===== config.mk =====
export PLATFORM = sky130hd
export DESIGN_NAME = fifo_flagged
export DESIGN_NICKNAME = d
export VERILOG_FILES = /design/src/rtl/fifo_flagged.sv
export SDC_FILE = /design/constraint.sdc
export NUM_CORES = 1
export LEC_CHECK = 0
export BUFFER_PORTS_ARGS = -buffer_cell sky130_fd_sc_hd__buf_4
export CAP_MARGIN = 20
export CORE_MARGIN = 5
export CORE_UTILIZATION = 40
export DETAILED_ROUTE_END_ITERATION = 10
export GPL_TIMING_DRIVEN = 0
export PLACE_DENSITY_LB_ADDON = 0.08
export SYNTH_ARGS = -nofsm -noshare
export SYNTH_HDL_FRONTEND = slang
export SYNTH_SLANG_ARGS = --single-unit
export TNS_END_PERCENT = 50

===== constraint.sdc =====
create_clock -name clk -period 3.2 [get_ports clk]
set_input_delay 0.8 -clock clk [delete_from_list [all_inputs] [get_ports clk]]
set_output_delay 0.8 -clock clk [all_outputs]
set_load 0.1 [all_outputs]

===== src/rtl/fifo_flagged.sv =====
// Parametrised synchronous FIFO with programmable almost-full/almost-empty
// thresholds, optional show-ahead read, synchronous flush and sticky error flags.
module fifo_flagged #(
  parameter int SIZE       = 16,
  parameter int DATA_WIDTH = 8,
  parameter int AF_LEVEL   = SIZE - 2,
  parameter int AE_LEVEL   = 2,
  parameter int SHOW_AHEAD = 0
) (
  input  logic                      clk,
  input  logic                      reset,
  input  logic                      flush,
  input  logic                      rden,
  output logic [DATA_WIDTH-1:0]     rddata,
  output logic                      rddone,
  input  logic                      wren,
  input  logic [DATA_WIDTH-1:0]     wrdata,
  output logic                      wrdone,
  output logic                      empty,
  output logic                      full,
  output logic                      almost_empty,
  output logic                      almost_full,
  output logic                      overflow,
  output logic                      underflow,
  output logic [$clog2(SIZE+1)-1:0] num_used,
  output logic [$clog2(SIZE+1)-1:0] num_free
);

  localparam int CW = $clog2(SIZE + 1);
  localparam int PW = $clog2(SIZE);
  localparam logic [CW-1:0] SIZE_C   = CW'(SIZE);
  localparam logic [CW-1:0] AF_C     = CW'(AF_LEVEL);
  localparam logic [CW-1:0] AE_C     = CW'(AE_LEVEL);
  localparam logic [PW-1:0] LAST_PTR = PW'(SIZE - 1);
  localparam logic          AF_RESET = (AF_LEVEL == 0);

  logic [DATA_WIDTH-1:0] mem [SIZE];

  logic [PW-1:0] wr_ptr_reg, wr_ptr_next;
  logic [PW-1:0] rd_ptr_reg, rd_ptr_next;
  logic [CW-1:0] count_reg, count_next;
  logic [CW-1:0] free_reg;
  logic          empty_reg, full_reg, ae_reg, af_reg;
  logic          ovf_reg, ovf_next;
  logic          udf_reg, udf_next;
  logic          rddone_reg, wrdone_reg;
  logic          write_ok, read_ok;

  // Acceptance looks only at registered state, so a simultaneous read cannot
  // make room for a write in the same cycle (and vice versa at empty).
  always_comb begin
    write_ok    = wren & ~full_reg & ~flush;
    read_ok     = rden & ~empty_reg & ~flush;
    wr_ptr_next = wr_ptr_reg;
    rd_ptr_next = rd_ptr_reg;
    if (flush) begin
      wr_ptr_next = '0;
      rd_ptr_next = '0;
    end else begin
      if (write_ok) wr_ptr_next = (wr_ptr_reg == LAST_PTR) ? '0 : wr_ptr_reg + 1'b1;
      if (read_ok)  rd_ptr_next = (rd_ptr_reg == LAST_PTR) ? '0 : rd_ptr_reg + 1'b1;
    end
    count_next = flush ? '0 : count_reg + CW'(write_ok) - CW'(read_ok);
    ovf_next   = ~flush & (ovf_reg | (wren & full_reg));
    udf_next   = ~flush & (udf_reg | (rden & empty_reg));
  end

  always_ff @(posedge clk or posedge reset) begin
    if (reset) begin
      wr_ptr_reg <= '0;
      rd_ptr_reg <= '0;
      count_reg  <= '0;
      free_reg   <= SIZE_C;
      empty_reg  <= 1'b1;
      full_reg   <= 1'b0;
      ae_reg     <= 1'b1;
      af_reg     <= AF_RESET;
      ovf_reg    <= 1'b0;
      udf_reg    <= 1'b0;
      rddone_reg <= 1'b0;
      wrdone_reg <= 1'b0;
    end else begin
      wr_ptr_reg <= wr_ptr_next;
      rd_ptr_reg <= rd_ptr_next;
      count_reg  <= count_next;
      free_reg   <= SIZE_C - count_next;
      empty_reg  <= (count_next == '0);
      full_reg   <= (count_next == SIZE_C);
      ae_reg     <= (count_next <= AE_C);
      af_reg     <= (count_next >= AF_C);
      ovf_reg    <= ovf_next;
      udf_reg    <= udf_next;
      rddone_reg <= read_ok;
      wrdone_reg <= write_ok;
    end
  end

  // Storage has no reset so it maps onto block RAM; flush leaves it intact.
  always_ff @(posedge clk) begin
    if (write_ok) mem[wr_ptr_reg] <= wrdata;
  end

  generate
    if (SHOW_AHEAD != 0) begin : g_show_ahead
      // Gated to zero while empty so the reset value of rddata is well defined.
      assign rddata = empty_reg ? '0 : mem[rd_ptr_reg];
    end else begin : g_registered
      logic [DATA_WIDTH-1:0] rddata_reg;
      always_ff @(posedge clk or posedge reset) begin
        if (reset)        rddata_reg <= '0;
        else if (read_ok) rddata_reg <= mem[rd_ptr_reg];
      end
      assign rddata = rddata_reg;
    end
  endgenerate

  assign rddone       = rddone_reg;
  assign wrdone       = wrdone_reg;
  assign empty        = empty_reg;
  assign full         = full_reg;
  assign almost_empty = ae_reg;
  assign almost_full  = af_reg;
  assign overflow     = ovf_reg;
  assign underflow    = udf_reg;
  assign num_used     = count_reg;
  assign num_free     = free_reg;

endmodule


==> flow_summary.json, run 1 <==
{
  "p_per_area_nw_per_um2": 844,
  "antenna_found_initial": 0,
  "maxSlewViolCount": 0,
  "netlist_area_um2": 6560,
  "cts_max_level": 4,
  "cp.arrival_ns": 3.45,
  "wl_mm": 14.0,
  "routabilityCongestion": 0.777,
  "synth_cell_types": 38,
  "routedWlPerCell_um": 21.1,
  "synthFlopType": "edfxtp_1",
  "synth-edff-count": 128,
  "hp-class": "in2async",
  "holdBufCountCts": 0,
  "grt_max_degree": 21,
  "setup_viol": 0,
  "die_h_um": 138,
  "slowest_delay_ns": 0.47,
  "reg2reg_slack_ns": 0.19,
  "crit_type": "in2reg",
  "start_util": 0.410,
  "synth-seq-cells": 161,
  "max_freq_ghz": 0.324,
  "drive_above_1_share": 0.258,
  "drv_cap": 0,
  "synth_area_leaders": "edfxtp_1 (59%), dfrtp_1 (11%), mux4_1 (6.8%)",
  "path_buf_inv": 5,
  "finClkSkew_ns": 0.00704,
  "fin_crit_sh": 0.964,
  "hold_viol_final": 0,
  "p_total_mw": 6.56,
  "slowest_stage": "or3b_2",
  "grt_pass1_vias": 3467,
  "power_leakage_nw": 2.76,
  "cts.path.max_buffers": 2,
  "clk_pin_slew_ns": 0.06,
  "grt_first_pass_wirelength_mm": 21.3,
  "ys_warn_count": 0,
  "vias": 3425,
  "yosysTopAreaCellShare": 0.586,
  "final_cell_count_no_fill": 662,
  "largest_register_ffs": 128,
  "seq_area_um2": 4670,
  "yosysSeqAreaShare": 0.713,
  "syn_area_per_cell_um2": 17.4,
  "ioPinCount": 39,
  "worstMarginPinSlew_ns": 0.931,
  "grt_use_total": 0.153,
  "io_buffers": 38,
  "status": "complete, no violations",
  "drt.antenna.violating_nets": 0,
  "die_area_um2": 19100,
  "worst_ep_required_time_ns": 3.57,
  "cts_sinks": 161,
  "globalRouteOverflowTotal": 0,
  "rows": 46,
  "cp_cell_sequence": "buf_4 > or3b_2 > buf_6 > inv_1 > ha_1 > inv_1 > ha_4 > fa_1 > a21o_1 > a21oi_2 > mux2i_2 > ha_1 > inv_1",
  "end_kind": "flop",
  "cpLargestDelayFamily": "adder cells",
  "postCtsSetupRepairBufs": 0,
  "fp.dieW_um": 138,
  "synth_top_area_cell": "edfxtp_1",
  "layout_min_cycle_time_ns": 3.08,
  "syn_nets": 403,
  "async_flop_share": 0.205,
  "yosysMostFrequentCell": "edfxtp_1",
  "num_antenna_cells": 0,
  "placedCellCount": 631,
  "drt-pass1-iter-count": 5,
  "clk_latency_ns": 0.42,
  "fin_util": 0.486,
  "critical_path.most_common_cell": "inv_1",
  "drcViolationCount": 0,
  "netlist_instances": 376,
  "crit_fanout": 10,
  "coreArea_um2": 16000,
  "syn_to_final_growth_pct": 18.5,
  "hpwl_mm": 9.32,
  "cts-root-buf": "clkbuf_16",
  "drt_iter0_drc": 214,
  "fillers": 1415,
  "hold_slack_ns": 0.456,
  "nNetsFinal": 461,
  "relSlewSlack": 0.376,
  "cts_tree": "yes",
  "irDropWorstVdd_uv": 473,
  "multi_input_area_um2": 1780,
  "start_kind": "input port",
  "cts_buffers": 17,
  "netlist_top_cells_count": "edfxtp_1 (128), dfrtp_1 (30), nor2_1 (27), mux4_1 (17)",
  "avgViaCountPerCell": 5.17,
  "rsz0062_at_grt": "no"
}
## routing by layer
metal / track usage / vias to the layer above / routed length, um
li1: - / 1568 / -
met1: 0.217 / 1774 / 6550
met2: 0.224 / 69 / 6500
met3: 0.0469 / 14 / 654
met4: 0.0541 / 0 / 255
met5: 0 / - / 0
## cell families after synthesis
family / share of synthesized area
fa+ha+maj: 0.0279
simple gates: 0.0567
flops: 0.713
xor+xnor: 0.00801
compound gates: 0.0370
mux: 0.134
buf+inv: 0.0240
## where the power goes
part	total, mW	internal (mW)	switching (mW)
combinational	2.08	0.575	1.50
clock	1.94	1.14	0.800
sequential	2.54	2.44	0.101
## final cells by class
| class | count | area share |
|---|---|---|
| sequential | 161 | 0.602 |
| multi-input combinational | 182 | 0.230 |
| clock buffer | 18 | 0.0552 |
| timing repair buffer | 39 | 0.0403 |
| tap | 216 | 0.0348 |
| clock inverter | 13 | 0.0175 |
| buffer | 17 | 0.0134 |
| inverter | 16 | 0.00773 |
## timing repair
| item | 4_1_cts | 5_1_grt |
|---|---|---|
| endpoints found under the setup margin | 3 | 3 |
| gates resized for setup | 2 | 8 |
| gates cloned | 0 | 0 |
| pin swaps | 0 | 2 |
## stage by stage
step                      setup WS (ns)  TNS [ns]  area (um2)
after global routing            0.00634         0        7770
after global placement           -0.504     -9.63        7120
after detailed placement         -0.543     -2.91        7170
after floorplan                 -0.0127   -0.0127        6560
after CTS                        0.0177         0        7740
final                             0.116         0        7770
## path summary, 6_finish.rpt
path,startpoint,to,depth (start not counted)
max,flush,num_free[4],13
min,reset,num_used[2],2
max reg2reg,empty,num_free[4],12
min reg2reg,overflow,overflow,2
max in group asynchronous,reset,rddata[3],3
min in group clk,overflow,overflow,2
## layout by cell type (no fill, tap or decap), types with 2 or more instances in the layout
master,n
buf_2,4
mux4_1,17
clkbuf_1,6
clkinv_4,2
clkinv_2,3
nand2_1,16
nor3_2,4
nor3_1,2
nor2_1,26
xor2_1,3
nand2b_1,6
edfxtp_1,128
mux2i_1,5
buf_4,41
a22oi_1,7
mux2_2,7
clkbuf_16,17
a21oi_1,11
a21o_1,2
dfstp_2,3
dfrtp_1,29
clkinvlp_4,3
buf_6,3
ha_1,11
o21ai_0,10
inv_6,2
mux4_2,13
xnor2_1,3
bufinv_16,2
nand3b_1,2
inv_1,16
nand3_1,3
o21ai_1,8
nor2b_1,11
a311oi_1,2
No activity file was read; power rests on OpenSTA's default activity.
==> run 2: changes to the inputs <==
Settings changed: RECOVER_POWER set to 25.
==> flow_summary.json, run 2 (synthesis gave the netlist of run 1 again) <==
{
  "wl_mm": 13.9,
  "placedCellCount": 631,
  "num_antenna_cells": 0,
  "start_util": 0.410,
  "setup_ws_ns": 0.116,
  "start_kind": "input port",
  "drt.antenna.violating_nets": 0,
  "grt_first_pass_wirelength_mm": 21.3,
  "max_freq_ghz": 0.324,
  "worst_ep_required_time_ns": 3.57,
  "final_area_um2": 7740,
  "holdBufCountCts": 0,
  "timing.rr.start": "empty",
  "cts.path.max_buffers": 2,
  "p_per_area_nw_per_um2": 846,
  "grt_pass1_vias": 3467,
  "clk_latency_ns": 0.42,
  "irDropWorstVdd_uv": 473,
  "hp-class": "in2async",
  "grt_max_degree": 21,
  "layout_min_cycle_time_ns": 3.08,
  "hold_slack_ns": 0.457,
  "finalSetupTns_ns": 0,
  "cp.arrival_ns": 3.45,
  "drv_cap": 0,
  "gr-usage-met3": 0.0469,
  "grt-busiest-layer": "met2",
  "cts_sinks": 161,
  "placement.cell_area_um2": 7170,
  "setup_viol": 0,
  "hpwl_mm": 9.32,
  "globalRouteOverflowTotal": 0,
  "drive_above_1_share": 0.242,
  "relSlewSlack": 0.389,
  "cts-root-buf": "clkbuf_16",
  "p_total_mw": 6.55,
  "die_h_um": 138,
  "drt-pass1-iter-count": 4,
  "globalRouteMet1Util": 0.217,
  "met2_usage": 0.224,
  "cts_tree": "yes",
  "grt_use_total": 0.153,
  "antenna_found_initial": 0,
  "die_area_um2": 19100,
  "coreArea_um2": 16000,
  "fin_crit_sh": 0.964,
  "clk_pin_slew_ns": 0.06,
  "syn_to_final_growth_pct": 18.1,
  "maxSlewViolCount": 0,
  "postCtsSetupRepairBufs": 0,
  "layout_common_cells": "edfxtp_1 (128), buf_4 (34), dfrtp_1 (29)",
  "drt_iter0_drc": 215,
  "power_leakage_nw": 2.74,
  "io_buffers": 38,
  "fin_util": 0.484,
  "crit_type": "in2reg",
  "mostFrequentLayoutCell": "edfxtp_1",
  "end_kind": "flop",
  "startpoint": "flush",
  "cts_buffers": 17,
  "final_cell_count_no_fill": 662,
  "worstMarginPinSlew_ns": 0.911,
  "status": "complete, no violations",
  "place_ws_ns": -0.543,
  "avgViaCountPerCell": 5.16,
  "vias": 3416,
  "largest_register_ffs": 128,
  "rsz0062_at_grt": "no",
  "rr_worst_depth": 12,
  "nNetsFinal": 461,
  "routedWlPerCell_um": 21.1,
  "drcViolationCount": 0,
  "routabilityCongestion": 0.777,
  "finClkSkew_ns": 0.00722,
  "rows": 46,
  "fp.dieW_um": 138,
  "cts_max_level": 4,
  "hold_viol_final": 0,
  "crit_fanout": 10,
  "ioPinCount": 39
}
## run 2: changes by cell type in the layout (fill, tap and decap cells not counted)
cell / before / now
buf_4: 41 / 34
clkbuf_1: 6 / 13
## run 2: repair_timing
action | in CTS | in global routing
gates resized for setup | 2 | 8
cloned | 0 | 0
endpoints found under the setup margin | 3 | 3
pin swaps | 0 | 2
endpoints found under the hold margin | 0 | 0
## run 2: final timing paths
path / end / slack (ns)
max: num_free[4] / 0.12
min: num_used[2] / 0.46
max reg2reg: num_free[4] / 0.19
min reg2reg: overflow / 0.50
max in group asynchronous: rd_ptr_reg[3] / 2.24
min in group clk: overflow / 0.50
## run 2: layout make-up
type | instances | area, um2
clock buffers | 18 | 429
plain buffers | 17 | 104
repair buffers | 39 | 287
well taps | 216 | 270
fillers | 1421 | 8260
flip-flops and latches | 161 | 4670
inverters | 16 | 60.1
multi-input cells | 182 | 1780
clock inverters | 13 | 136
## run 2: power breakdown
part	total (mW)	switching, mW	leakage (nW)	internal (mW)
registers	2.54	0.101	1.57	2.44
clock network	1.94	0.798	0.270	1.14
logic	2.07	1.50	0.895	0.571
## run 2: critical path: stages
cell	delay (ns)
buf_4	0.12
or3b_2	0.47
buf_6	0.17
inv_1	0.08
ha_1	0.12
inv_1	0.07
ha_4	0.17
fa_1	0.42
a21o_1	0.21
a21oi_2	0.16
mux2i_2	0.32
ha_1	0.29
inv_1	0.06
## run 2: metal layers
metal	up-vias	routed length (um)
met2	67	6480
li1	1568	-
met5	-	0
met1	1767	6550
met3	14	651
met4	0	255
